## src/rtl/muldiv_sequencer_pkg.sv

```systemverilog
// Shared CPU definitions for the multi-cycle multiply/divide engine:
// op codes, FSM state encoding and write-back select.
`default_nettype none

package muldiv_sequencer_pkg;

    localparam logic [1:0] MD_OP_NONE    = 2'b00;
    localparam logic [1:0] MD_OP_MUL     = 2'b01;
    localparam logic [1:0] MD_OP_DIV     = 2'b10;
    localparam logic [1:0] REGWRITE_DUAL = 2'b11;

    typedef enum logic [1:0] {
        MD_IDLE = 2'b00,
        MD_PREP = 2'b01,
        MD_RUN  = 2'b10,
        MD_DONE = 2'b11
    } md_state_e;

endpackage

`default_nettype wire

```

## src/rtl/muldiv_sequencer_md_step.sv

```systemverilog
// One combinational iteration of the engine: unsigned shift-add multiply
// step or restoring shift-subtract divide step on a 2*WIDTH+1 bit accumulator.
`default_nettype none

module md_step #(
    parameter int WIDTH = 16
) (
    input  logic [1:0]         op_i,
    input  logic [2*WIDTH:0]   acc_i,
    input  logic [WIDTH-1:0]   operand_i,
    output logic [2*WIDTH:0]   acc_o
);
    import muldiv_sequencer_pkg::*;

    logic [WIDTH:0]   mul_sum;
    logic [2*WIDTH:0] div_shift;
    logic [WIDTH+1:0] div_trial;

    // Multiply: acc = {hi(W+1), multiplier(W)}; the extra hi bit holds the add carry.
    // Divide:   acc = {remainder(W+1), dividend/quotient(W)}.
    always_comb begin
        mul_sum   = acc_i[2*WIDTH:WIDTH] + {1'b0, operand_i};
        div_shift = {acc_i[2*WIDTH-1:0], 1'b0};
        div_trial = {1'b0, div_shift[2*WIDTH:WIDTH]} - {2'b00, operand_i};
        acc_o     = acc_i;
        if (op_i == MD_OP_MUL) begin
            if (acc_i[0]) begin
                acc_o = {1'b0, mul_sum, acc_i[WIDTH-1:1]};
            end else begin
                acc_o = {1'b0, acc_i[2*WIDTH:1]};
            end
        end else if (op_i == MD_OP_DIV) begin
            if (!div_trial[WIDTH+1]) begin
                acc_o = {div_trial[WIDTH:0], div_shift[WIDTH-1:1], 1'b1};
            end else begin
                acc_o = div_shift;
            end
        end
    end

endmodule

`default_nettype wire

```

## src/rtl/muldiv_sequencer.sv

```systemverilog
// Multi-cycle signed multiply/divide sequencer: captures one op, stalls the
// pipeline while iterating, and presents a two-word result with a done pulse.
`default_nettype none

module muldiv_sequencer #(
    parameter int WIDTH = 16
) (
    input  logic             clk,
    input  logic             rst,
    input  logic             start_i,
    input  logic [1:0]       op_i,
    input  logic [WIDTH-1:0] a_i,
    input  logic [WIDTH-1:0] b_i,
    input  logic             flush_i,
    output logic             busy_o,
    output logic             stall_o,
    output logic             done_o,
    output logic [WIDTH-1:0] result_lo_o,
    output logic [WIDTH-1:0] result_hi_o,
    output logic             div_by_zero_o
);
    import muldiv_sequencer_pkg::*;

    localparam int CW = (WIDTH > 1) ? $clog2(WIDTH) : 1;

    md_state_e        state_q;
    logic [1:0]       op_q;
    logic [WIDTH-1:0] a_q;
    logic [WIDTH-1:0] abs_a_q;
    logic [WIDTH-1:0] abs_b_q;
    logic             neg_q;
    logic             rneg_q;
    logic [2*WIDTH:0] acc_q;
    logic [2*WIDTH:0] acc_d;
    logic [CW-1:0]    count_q;
    logic             busy_q;
    logic             done_q;
    logic             dbz_q;
    logic [WIDTH-1:0] lo_q;
    logic [WIDTH-1:0] hi_q;

    logic               valid_op;
    logic [WIDTH-1:0]   abs_a;
    logic [WIDTH-1:0]   abs_b;
    logic [WIDTH-1:0]   step_operand;
    logic [2*WIDTH-1:0] prod;
    logic [2*WIDTH-1:0] prod_s;
    logic [WIDTH-1:0]   quo;
    logic [WIDTH-1:0]   rem;
    logic [WIDTH-1:0]   lo_d;
    logic [WIDTH-1:0]   hi_d;

    assign valid_op     = start_i && (op_i == MD_OP_MUL || op_i == MD_OP_DIV);
    assign abs_a        = a_i[WIDTH-1] ? -a_i : a_i;
    assign abs_b        = b_i[WIDTH-1] ? -b_i : b_i;
    assign step_operand = (op_q == MD_OP_MUL) ? abs_a_q : abs_b_q;

    md_step #(.WIDTH(WIDTH)) u_md_step (
        .op_i      (op_q),
        .acc_i     (acc_q),
        .operand_i (step_operand),
        .acc_o     (acc_d)
    );

    // Sign correction applied to the final iteration's output as it is registered.
    assign prod   = acc_d[2*WIDTH-1:0];
    assign prod_s = neg_q ? -prod : prod;
    assign quo    = acc_d[WIDTH-1:0];
    assign rem    = acc_d[2*WIDTH-1:WIDTH];
    assign lo_d   = (op_q == MD_OP_MUL) ? prod_s[WIDTH-1:0] : (neg_q ? -quo : quo);
    assign hi_d   = (op_q == MD_OP_MUL) ? prod_s[2*WIDTH-1:WIDTH] : (rneg_q ? -rem : rem);

    always_ff @(posedge clk) begin
        if (rst) begin
            state_q <= MD_IDLE;
            op_q    <= MD_OP_NONE;
            a_q     <= '0;
            abs_a_q <= '0;
            abs_b_q <= '0;
            neg_q   <= 1'b0;
            rneg_q  <= 1'b0;
            acc_q   <= '0;
            count_q <= '0;
            busy_q  <= 1'b0;
            done_q  <= 1'b0;
            dbz_q   <= 1'b0;
            lo_q    <= '0;
            hi_q    <= '0;
        end else begin
            case (state_q)
                MD_IDLE: begin
                    done_q <= 1'b0;
                    if (valid_op && !flush_i) begin
                        op_q    <= op_i;
                        a_q     <= a_i;
                        abs_a_q <= abs_a;
                        abs_b_q <= abs_b;
                        neg_q   <= a_i[WIDTH-1] ^ b_i[WIDTH-1];
                        rneg_q  <= a_i[WIDTH-1];
                        busy_q  <= 1'b1;
                        state_q <= MD_PREP;
                    end
                end
                MD_PREP: begin
                    if (flush_i) begin
                        busy_q  <= 1'b0;
                        state_q <= MD_IDLE;
                    end else if (op_q == MD_OP_DIV && abs_b_q == '0) begin
                        lo_q    <= '1;
                        hi_q    <= a_q;
                        dbz_q   <= 1'b1;
                        done_q  <= 1'b1;
                        busy_q  <= 1'b0;
                        state_q <= MD_DONE;
                    end else begin
                        acc_q   <= (op_q == MD_OP_MUL) ? {{(WIDTH+1){1'b0}}, abs_b_q}
                                                       : {{(WIDTH+1){1'b0}}, abs_a_q};
                        count_q <= CW'(WIDTH - 1);
                        state_q <= MD_RUN;
                    end
                end
                MD_RUN: begin
                    if (flush_i) begin
                        busy_q  <= 1'b0;
                        state_q <= MD_IDLE;
                    end else begin
                        acc_q <= acc_d;
                        if (count_q == '0) begin
                            lo_q    <= lo_d;
                            hi_q    <= hi_d;
                            dbz_q   <= 1'b0;
                            done_q  <= 1'b1;
                            busy_q  <= 1'b0;
                            state_q <= MD_DONE;
                        end else begin
                            count_q <= count_q - 1'b1;
                        end
                    end
                end
                MD_DONE: begin
                    done_q  <= 1'b0;
                    state_q <= MD_IDLE;
                end
                default: begin
                    busy_q  <= 1'b0;
                    done_q  <= 1'b0;
                    state_q <= MD_IDLE;
                end
            endcase
        end
    end

    assign busy_o        = busy_q;
    assign done_o        = done_q;
    assign stall_o       = busy_q | (valid_op & (state_q == MD_IDLE));
    assign result_lo_o   = lo_q;
    assign result_hi_o   = hi_q;
    assign div_by_zero_o = dbz_q;

endmodule

`default_nettype wire

```

## config.mk

```make
export PLATFORM = sky130hd
export DESIGN_NAME = muldiv_sequencer
export DESIGN_NICKNAME = d
export VERILOG_FILES = /design/src/rtl/muldiv_sequencer_pkg.sv /design/src/rtl/muldiv_sequencer_md_step.sv /design/src/rtl/muldiv_sequencer.sv
export SDC_FILE = /design/constraint.sdc
export NUM_CORES = 1
export LEC_CHECK = 0
export BUFFER_PORTS_ARGS = -buffer_cell sky130_fd_sc_hd__buf_2
export CELL_PAD_IN_SITES_DETAIL_PLACEMENT = 1
export CELL_PAD_IN_SITES_GLOBAL_PLACEMENT = 1
export CORE_MARGIN = 8
export CORE_UTILIZATION = 46
export DETAILED_ROUTE_END_ITERATION = 8
export PLACE_DENSITY_LB_ADDON = 0.1
export SYNTH_ARGS = -nofsm -noshare
export SYNTH_HDL_FRONTEND = slang
export SYNTH_SLANG_ARGS = --single-unit
```

## constraint.sdc

```tcl
create_clock -name clk -period 7.9 [get_ports clk]
set_input_delay 1.185 -clock clk [delete_from_list [all_inputs] [get_ports clk]]
set_output_delay 1.185 -clock clk [all_outputs]
set_load 0.005 [all_outputs]
```

Word-level counts from Yosys, hierarchy flattened
Cells that the tools add are included.
- flip-flop bits (word level): 126
- output and inout port bits: 36
- logic and storage cells: 113
- $add $sub $neg: 8
- equality and inequality tests: 17
- mux-type cells: 51
- bitwise operators: 3
- reductions and logical operators: 19
- operator list (kind ; number):
    16-bit two-way mux ; 16
    33-bit two-way mux ; 6
    33-bit one-hot mux with 2 select lines ; 1
    32-bit two-way mux ; 2
    16-bit negation ; 4
    16-bit one-hot mux with 2 select lines ; 2
    32-bit negation ; 1
    17-bit by 16-bit subtractor with 18-bit output ; 1
    17-bit by 16-bit adder with 17-bit output ; 1
    16-bit logical NOT ; 1
    4-bit two-way mux ; 4
    5-bit AND reduction ; 3
    2-bit inequality test (second input constant) ; 7
    4-bit AND reduction ; 3
    1-bit two-way mux ; 11
    3-bit inequality test (second input constant) ; 3
    2-bit equality test (second input constant) ; 4
    2-bit two-way mux ; 4
    2-bit one-hot mux with 4 select lines ; 1
    4-bit one-hot mux with 2 select lines ; 1
    2-bit by 1-bit equality test with 1-bit output (second input constant) ; 3
    1-bit one-hot mux with 3 select lines ; 2
    4-bit logical NOT ; 1
    2-bit AND reduction ; 2
    12 further kinds ; 14

Depth between registers and ports, before layout
Gate-level depths: netlist (run 1).
- depth in word-level cells: 12
- gate-level depth with buffers: 29
- gate-level depth less buffers: 19

By module
Synthesis (run 1) repeated with hierarchy kept, for this count alone.
- cells, all modules: 1290
- area total of the unflattened synthesis: 9550.4 um2
- modules (own cells, without submodules) (module ; instances ; cells each ; area an instance (um2) ; sequential area each (um2)):
    muldiv_sequencer ; 1 ; 909 ; 6937.9 ; 2482.4
    md_step ; 1 ; 381 ; 2612.5 ; 0.0

Worst setup path after synthesis (run 1)
Ideal clock, no wire load.
- kind: reg-to-reg
- start point: reg op_q[1]
- end point: reg hi_q[14], in the netlist result_hi_o[14]
- setup time: 0.097 ns
- arrival time: 5.776 ns
- required time: 7.803 ns
- setup slack: 2.027 ns
- cell stages (with the launch flop): 27
- path buffers: 8
- period minus slack after synthesis: 5.873 ns
- cell sequence: dfxtp_1 > inv_1 > ha_1 > buf_2 > buf_2 > buf_2 > clkbuf_1 > clkbuf_1 > clkbuf_1 > clkbuf_1 > mux2_2 > ha_1 > nor2b_1 > o2111ai_2 > a211oi_4 > nor4_1 > or2_2 > clkbuf_1 > ha_1 > nand2_1 > nor2_1 > or3_1 > nor3b_2 > a41oi_1 > xnor2_1 > nor2_1 > o41ai_2
- longest elaborated chain between the ends: 12
- ends and longest elaborated chain (what ; line ; text):
    start, declared ; muldiv_sequencer.sv:27 ; logic [1:0] op_q;
    start signal, assigned ; muldiv_sequencer.sv:94 ; op_q <= op_i;
    2-bit by 1-bit equality test with 1-bit output ; muldiv_sequencer_md_step.sv:26, muldiv_sequencer.sv:56, muldiv_sequencer.sv:71 ;
    16-bit two-way mux ; muldiv_sequencer.sv:56 ; assign step_operand = (op_q == MD_OP_MUL) ? abs_a_q : abs_b_q;
    17-bit by 16-bit subtractor with 18-bit output ; muldiv_sequencer_md_step.sv:24 ; div_trial = {1'b0, div_shift[2*WIDTH:WIDTH]} - {2'b00, operand_i};
    33-bit two-way mux ; muldiv_sequencer_md_step.sv:33 ; if (!div_trial[WIDTH+1]) begin
    33-bit two-way mux ; muldiv_sequencer_md_step.sv:32 ; end else if (op_i == MD_OP_DIV) begin
    33-bit two-way mux ; muldiv_sequencer_md_step.sv:26 ; if (op_i == MD_OP_MUL) begin
    32-bit negation / 16-bit negation (equally long branches) ; muldiv_sequencer.sv:67, muldiv_sequencer.sv:71 ;
    32-bit two-way mux / 16-bit two-way mux (equally long branches) ; muldiv_sequencer.sv:67, muldiv_sequencer.sv:71 ;
    16-bit two-way mux ; muldiv_sequencer.sv:71 ; assign hi_d = (op_q == MD_OP_MUL) ? prod_s[2*WIDTH-1:WIDTH] : (rneg_q ? -rem : rem);
    16-bit two-way mux ; muldiv_sequencer.sv:128 ; if (count_q == '0) begin
    16-bit two-way mux ; muldiv_sequencer.sv:123 ; if (flush_i) begin
    16-bit one-hot mux with 2 select lines ; muldiv_sequencer.sv:90 ; case (state_q)
    end signal, assigned ; muldiv_sequencer.sv:110 ; hi_q <= a_q;
    end signal, assigned ; muldiv_sequencer.sv:130 ; hi_q <= hi_d;
    end, declared ; muldiv_sequencer.sv:40 ; logic [WIDTH-1:0] hi_q;
Several ways; a longest one is shown, not always the timed one. The select of a mux whose other input is x is not followed.
A chain may end at the register's enable or synchronous reset.

Final worst setup path (run 1)
- start point: reg op_q[0]
- end point: reg hi_q[12], in the netlist result_hi_o[12]
Same word-level chain as after synthesis.

==> results of run 1 <==
## power breakdown
| group | switching, mW | leakage (nW) | internal [mW] |
|---|---|---|---|
| sequential | 0.0476 | 1.01 | 0.681 |
| clock | 0.350 | 0.278 | 0.445 |
| combinational | 0.405 | 2.79 | 0.225 |
## worst reg2reg max path, stage by stage, from the launching register on
cell and delay (ns):
dfxtp_1 0.40, ha_4 0.60, buf_4 0.46, mux2_2 0.41, inv_1 0.06, ha_1 0.26, a21o_1 0.20, a211oi_2 0.24
a21bo_1 0.33, nor3_2 0.61, o311ai_1 0.34, inv_1 0.12, ha_1 0.24, nand4b_1 0.26, o22ai_1 0.26, a31oi_1 0.13
xnor2_1 0.18, a211o_1 0.32, a21oi_2 0.13
## layout make-up
cell class	instances	area, um2	area share (%)
Multi-Input combinational cell	1012	6785	62.69
Sequential cell	124	2482	22.93
Timing Repair Buffer	83	442.9	4.092
Clock buffer	17	425.4	3.930
Tap cell	275	344.1	3.179
Inverter	51	191.4	1.769
Clock inverter	15	152.6	1.410
## layer usage
metal	routed length, um	up-vias	global-route usage (%)
met5	0	-	0
met4	1088	0	10.10
met3	2246	50	5.568
met2	16320	311	42.87
met1	17010	4986	36.82
li1	-	4723	-
## Yosys cell counts (all sizes together), types with 10 or more instances
library cell / n / share of area (%)
a22oi: 15 / 1.2
mux2: 20 / 2.3
nor4: 12 / 0.90
o21ai: 73 / 3.7
or3: 16 / 1.0
nand3: 29 / 1.6
or4: 10 / 0.77
nor2: 132 / 5.1
ha: 42 / 5.4
clkbuf: 65 / 2.5
inv: 51 / 2.0
a31oi: 17 / 1.1
nand4: 13 / 0.83
o31ai: 17 / 1.3
xnor2: 32 / 2.9
nand2b: 11 / 0.70
xor2: 36 / 3.2
mux2i: 41 / 4.2
nor3: 18 / 0.97
a21oi: 113 / 5.9
nand2: 114 / 4.4
nor3b: 11 / 0.90
buf: 18 / 1.1
dfxtp: 124 / 25
nor2b: 29 / 1.9
a211oi: 70 / 5.6
## state kept, by name (all words and copies together), names as in the netlist, 4 cells and up
name,flops
result_hi_o,16
acc_q,33
count_q,4
result_lo_o,16
abs_a_q,15
a_q,16
abs_b_q,16
## stage by stage
stage | power (mW) | std cells
global placement | 1.348 | 1545
detailed placement | 1.358 | 1545
global route | 2.244 | 1577
floorplan | 1.162 | 1270
CTS | 2.154 | 1577
finish | 2.155 | 1577
## logic make-up after synthesis
| family | Yosys count | share of synthesized area [%] |
|---|---|---|
| adder cells (fa/ha/maj) | 44 | 5.784 |
| flip-flops | 124 | 25.39 |
| AND/OR/NAND/NOR | 423 | 21.12 |
| AO/OA/AOI/OAI | 416 | 29.51 |
| buffers and inverters | 134 | 5.605 |
| multiplexers | 61 | 6.501 |
| XOR/XNOR | 68 | 6.092 |
## cells in the final DEF (no fill, tap or decap), drive strengths merged, types with 8 or more instances in the layout
| cell | netlist | layout |
|---|---|---|
| nor2 | 132 | 132 |
| dfxtp | 124 | 124 |
| nand2 | 114 | 114 |
| a21oi | 113 | 113 |
| buf | 18 | 83 |
| o21ai | 73 | 73 |
| a211oi | 70 | 70 |
| inv | 51 | 61 |
| ha | 42 | 42 |
| mux2i | 41 | 41 |
| xor2 | 36 | 36 |
| xnor2 | 32 | 32 |
| nor2b | 29 | 29 |
| nand3 | 29 | 29 |
| mux2 | 20 | 20 |
| nor3 | 18 | 18 |
| a31oi | 17 | 17 |
| o31ai | 17 | 17 |
| clkbuf | 65 | 17 |
| or3 | 16 | 16 |
| a22oi | 15 | 15 |
| nand4 | 13 | 13 |
| nor4 | 12 | 12 |
| nand2b | 11 | 11 |
| nor3b | 11 | 11 |
| or4 | 10 | 10 |
| o21a | 9 | 9 |
| a21o | 8 | 8 |
| a311oi | 8 | 8 |
| o311ai | 8 | 8 |
## final timing paths
| check | endpoint | slack, ns | cells past startpoint | start |
|---|---|---|---|---|
| setup / recovery | result_hi_o[12] | 2.27 | 18 | op_q[0] |
| hold / removal | a_q[7] | 0.46 | 2 | a_q[7] |
| setup reg to reg | result_hi_o[12] | 2.27 | 18 | op_q[0] |
| hold reg to reg | a_q[7] | 0.46 | 2 | a_q[7] |
==> impl_metrics.json, run 1 <==
{
  "status": "complete, no violations",
  "grt_pass1_wl_mm": 56.86,
  "critPathKind": "reg2reg",
  "drive_gt1_share_pct": 14.13,
  "drc_errors": 0,
  "min_path_type": "reg2reg",
  "cts_tree": "done",
  "wire_per_inst_um": 23.25,
  "p_leak_nw": 4.075,
  "num_io_pins": 74,
  "diodes": 0,
  "setup_slack_ns": 2.267,
  "syn_area_mm2": 0.009777,
  "cp-end-kind": "register",
  "ys_seq_elements": 124,
  "clockBufferDepth": 2,
  "fin_skew_ns": 0.01787,
  "finalSetupViolCount": 0,
  "routed_via_density": 6.386,
  "nets": 1371,
  "drt_iter0_markers": 766,
  "cp_slowest_stage_delay_ns": 0.61,
  "grt_use_total_pct": 27.49,
  "fin_hold_ws_ns": 0.4601,
  "rows": 53,
  "drv_slew": 0,
  "pre_cts_slack_ns": 2.420,
  "drt_wl_total_mm": 36.67,
  "path_buf_inv": 3,
  "arrival_ns": 5.99,
  "crit_path_max_fanout": 51,
  "fillers": 2663,
  "relSlewSlack_pct": 20.23,
  "cap_viol_max_count": 0,
  "setup_tns_ns": 0,
  "cts.clk_slew.worst_paths_ns": 0.07,
  "post_cts_resized": 0,
  "overflow": 0,
  "fmax_mhz": 177.5,
  "clock_latency_ns": 0.44,
  "dp_hpwl_mm": 26.76,
  "start_util_pct": 46.66,
  "cts-hold-fix-buffers": 0,
  "antenna_found_initial": 0,
  "slowest_stage": "nor3_2",
  "yosysWarningCount": 0,
  "grt_pass1_vias": 9932,
  "io_buffers": 73,
  "area_delta_synth_final_pct": 10.71,
  "final_area_mm2": 0.01082,
  "crit_chain": "ha_4 -> buf_4 -> mux2_2 -> inv_1 -> ha_1 -> a21o_1 -> a211oi_2 -> a21bo_1 -> nor3_2 -> o311ai_1 -> inv_1 -> ha_1 -> nand4b_1 -> o22ai_1 -> a31oi_1 -> xnor2_1 -> a211o_1 -> a21oi_2",
  "synthesis.nets": 1352,
  "fin_crit_ns": 5.633,
  "dieArea_mm2": 0.02617,
  "synth_flop_cell": "dfxtp_1",
  "critical_path_required_ns": 8.26,
  "peakVddDrop_uv": 124.6,
  "critical_path.top_delay_family": "compound AO/OA/AOI/OAI gates",
  "grt_max_degree": 73,
  "start_kind": "register",
  "htree_levels": 4,
  "core-area_mm2": 0.02096,
  "synth-edff-count": 0,
  "placed_area_mm2": 0.01025,
  "synthArstFlopShare_pct": 0,
  "syn_avg_cell_area_um2": 7.698,
  "firstDrtPassIters": 5,
  "tightestPinTransition_ns": 1.196,
  "post-route-period-util_pct": 71.31,
  "post-cts-setup-buffer-count": 0,
  "synth-seq-area-share_pct": 25.39,
  "die_h_um": 161.8,
  "die_w_um": 161.8,
  "rsz0062_at_grt": "no",
  "cts-buffers-inserted": 17,
  "synthCells": 1270,
  "synth_cell_type_count": 95,
  "final_core_util_pct": 51.65,
  "gp_congestion": 0.9497,
  "route.antenna.remaining_nets": 0,
  "hold_viol": 0,
  "vias": 10070,
  "cts-root-buf": "clkbuf_16",
  "cellPowerDensity_mw_per_mm2": 199.1,
  "clock-sinks": 124
}
Note: power is estimated with default switching activity, not from simulation.
==> inputs of run 2 (changes only) <==
- ABC_AREA: default -> 1
- CORE_UTILIZATION: 46 -> 43
- clock period: 7.9 -> 5.8 ns (I/O delays scaled with it)
==> run 2 against run 1 <==
Effect of this change: critical endpoint is now result_hi_o[10]; total power up 45%; die area up 11%; global-route usage up 0.51 points; clock power up 33%; clock-buffer cell count unchanged; final area up 4.5%; maximum frequency up 8.9%.
==> impl_metrics.json, run 2 <==
{
  "yosysMostFrequentCell": "nand2_1",
  "vias": 11540,
  "cp_slowest_stage_delay_ns": 0.45,
  "post_cts_resized": 0,
  "drt_iter0_markers": 1002,
  "min_path_type": "reg2reg",
  "dp_hpwl_mm": 31.01,
  "firstDrtPassIters": 5,
  "tightestPinTransition_ns": 1.127,
  "slowest_stage": "nor3_1",
  "core-area_mm2": 0.02340,
  "yosysTopAreaCell": "dfxtp_1",
  "critical_path.top_delay_family": "simple AND/OR/NAND/NOR gates",
  "area_delta_synth_final_pct": 10.76,
  "drt_wl_total_mm": 40.57,
  "synth-edff-count": 0,
  "post-cts-setup-buffer-count": 0,
  "grt_pass1_vias": 11710,
  "synthArstFlopShare_pct": 0,
  "synth-seq-area-share_pct": 24.31,
  "yosysTopAreaCellShare_pct": 24.31,
  "hold_viol": 0,
  "htree_levels": 4,
  "route.antenna.remaining_nets": 0,
  "cp_common_cell": "nand2_1",
  "gr-usage-met1_pct": 35.75,
  "dp_cells": 2007,
  "largest_register_ffs": 33,
  "pre_cts_slack_ns": 0.5531,
  "finalSetupViolCount": 0,
  "path_buf_inv": 4,
  "arrival_ns": 5.46,
  "wire_per_inst_um": 19.91,
  "cts-root-buf": "clkbuf_16",
  "synth_flop_cell": "dfxtp_1",
  "overflow": 0,
  "top_register": "acc_q",
  "routed_via_density": 5.664,
  "io_buffers": 73,
  "p_leak_nw": 5.160,
  "stdcell_count": 2038,
  "peakVddDrop_uv": 146.2,
  "start_util_pct": 43.63,
  "cellPowerDensity_mw_per_mm2": 275.7,
  "synth_top_cells_by_count": "nand2_1 (427), inv_1 (225), a21oi_1 (177), o21ai_0 (140), dfxtp_1 (124)",
  "synthTopCellsByArea": "dfxtp_1 (24%), nand2_1 (16%), a21oi_1 (8.7%)",
  "crit_path_max_fanout": 33,
  "yosysWarningCount": 0,
  "grt_use_total_pct": 28.01,
  "layout_common_cells": "nand2_1 (427), inv_1 (224), a21oi_1 (177)",
  "die_h_um": 170.1,
  "ff2ff_setup_slack_ns": 0.63,
  "drc_errors": 0,
  "rsz0062_at_grt": "no",
  "rows": 56,
  "hold_end": "a_q[8]",
  "synthCells": 1679,
  "dieArea_mm2": 0.02893,
  "gp_congestion": 1.018,
  "whs_path_depth": 2,
  "clockBufferDepth": 2,
  "relSlewSlack_pct": 24.86,
  "fmax_mhz": 193.3,
  "busiest_layer": "met2",
  "nets": 1789,
  "regArea_mm2": 0.002482,
  "syn_avg_cell_area_um2": 6.082,
  "post-route-period-util_pct": 89.20,
  "cts.clk_slew.worst_paths_ns": 0.06,
  "critical_path_required_ns": 6.09,
  "cts-hold-fix-buffers": 0,
  "grt_pass1_wl_mm": 64.09,
  "fillers": 3303,
  "cp-end-kind": "register",
  "cap_viol_max_count": 0,
  "start_kind": "register",
  "fin_hold_ws_ns": 0.4614,
  "synth_cell_type_count": 54,
  "reg2reg_depth": 31,
  "setup_tns_ns": 0,
  "grt_max_degree": 78,
  "layout_commonest_cell": "nand2_1",
  "r2r-end": "result_hi_o[10]",
  "clock-sinks": 124,
  "syn_area_mm2": 0.01021,
  "fin_skew_ns": 0.01399,
  "antenna_found_initial": 0,
  "met3_usage_pct": 3.614,
  "ys_seq_elements": 124,
  "drive_gt1_share_pct": 11.11,
  "drv_slew": 0,
  "cts_tree": "done",
  "clock_latency_ns": 0.44,
  "multiInputGateArea_mm2": 0.006499,
  "die_w_um": 170.1,
  "setup_slack_ns": 0.6261,
  "worstHoldStart": "a_q[8]",
  "critPathKind": "reg2reg",
  "num_io_pins": 74,
  "cts-buffers-inserted": 17,
  "diodes": 0,
  "r2r_start": "op_q[0]",
  "synthesis.nets": 1761,
  "use_met2_pct": 46.94,
  "status": "complete, no violations",
  "fin_crit_ns": 5.174
}
==> run 2: power by group <==
part           switching, mW  leakage [nW]  internal [mW]
Combinational          0.736          3.88          0.325
Clock                  0.466         0.266          0.596
Sequential            0.0638          1.01          0.931
Total                   1.27          5.16           1.85
==> run 2: area by class of cell <==
cell class / instances / share of cell area, %
Clock buffer: 17 / 3.761
Clock inverter: 14 / 1.239
Inverter: 234 / 7.766
Multi-Input combinational cell: 1241 / 57.46
Sequential cell: 124 / 21.95
Tap cell: 319 / 3.529
Timing Repair Buffer: 89 / 4.293
==> run 2: cells by family (layout without fill, tap and decap cells) <==
group,after synthesis,count (layout),share of synthesized area (%)
AOI/OAI and AO/OA,412,412,22.41
buffers and inverters,314,354,12.24
and+or+nand+nor,746,746,32.15
adders and majority gates,44,44,5.539
DFF,124,124,24.31
xor gates and xnor gates,39,39,3.345
==> run 2: metrics by stage <==
stage | util, % | cell area (um2) | power [mW]
final | 48.33 | 11310 | 3.118
after global placement | 45.87 | 10730 | 2.026
after CTS | 48.28 | 11300 | 3.112
after global routing | 48.33 | 11310 | 3.284
after detailed placement | 45.87 | 10730 | 2.051
after floorplan | - | 10210 | 1.721
==> run 2: worst max path at each step <==
stage | from | endpoint | slack [ns] | cells after the start
finish | op_q[0] | result_hi_o[10] | 0.63 | 31
detailed placement | op_q[1] | result_hi_o[12] | 0.55 | 31
global route | op_q[0] | result_hi_o[10] | 0.16 | 32
CTS | op_q[0] | result_hi_o[10] | 0.51 | 32
floorplan | op_q[1] | result_hi_o[12] | 0.87 | 35
global placement | op_q[1] | result_hi_o[10] | 0.79 | 32
==> run 2: worst register-to-register path, delay by kind of cell, from the launching register on <==
kind | cells | cell delay, ns
AND/OR/NAND/NOR | 21 | 2.92
adder cells (fa/ha/maj) | 3 | 0.97
buffers and inverters | 4 | 0.47
flip-flops | 1 | 0.42
AO/OA/AOI/OAI | 3 | 0.26
==> run 2: routing by layer <==
| layer | vias up | share of wire (%) |
|---|---|---|
| li1 | 5550 | - |
| met5 | - | 0 |
| met2 | 385 | 46 |
| met3 | 90 | 5.6 |
| met1 | 5518 | 44 |
| met4 | 0 | 4.1 |
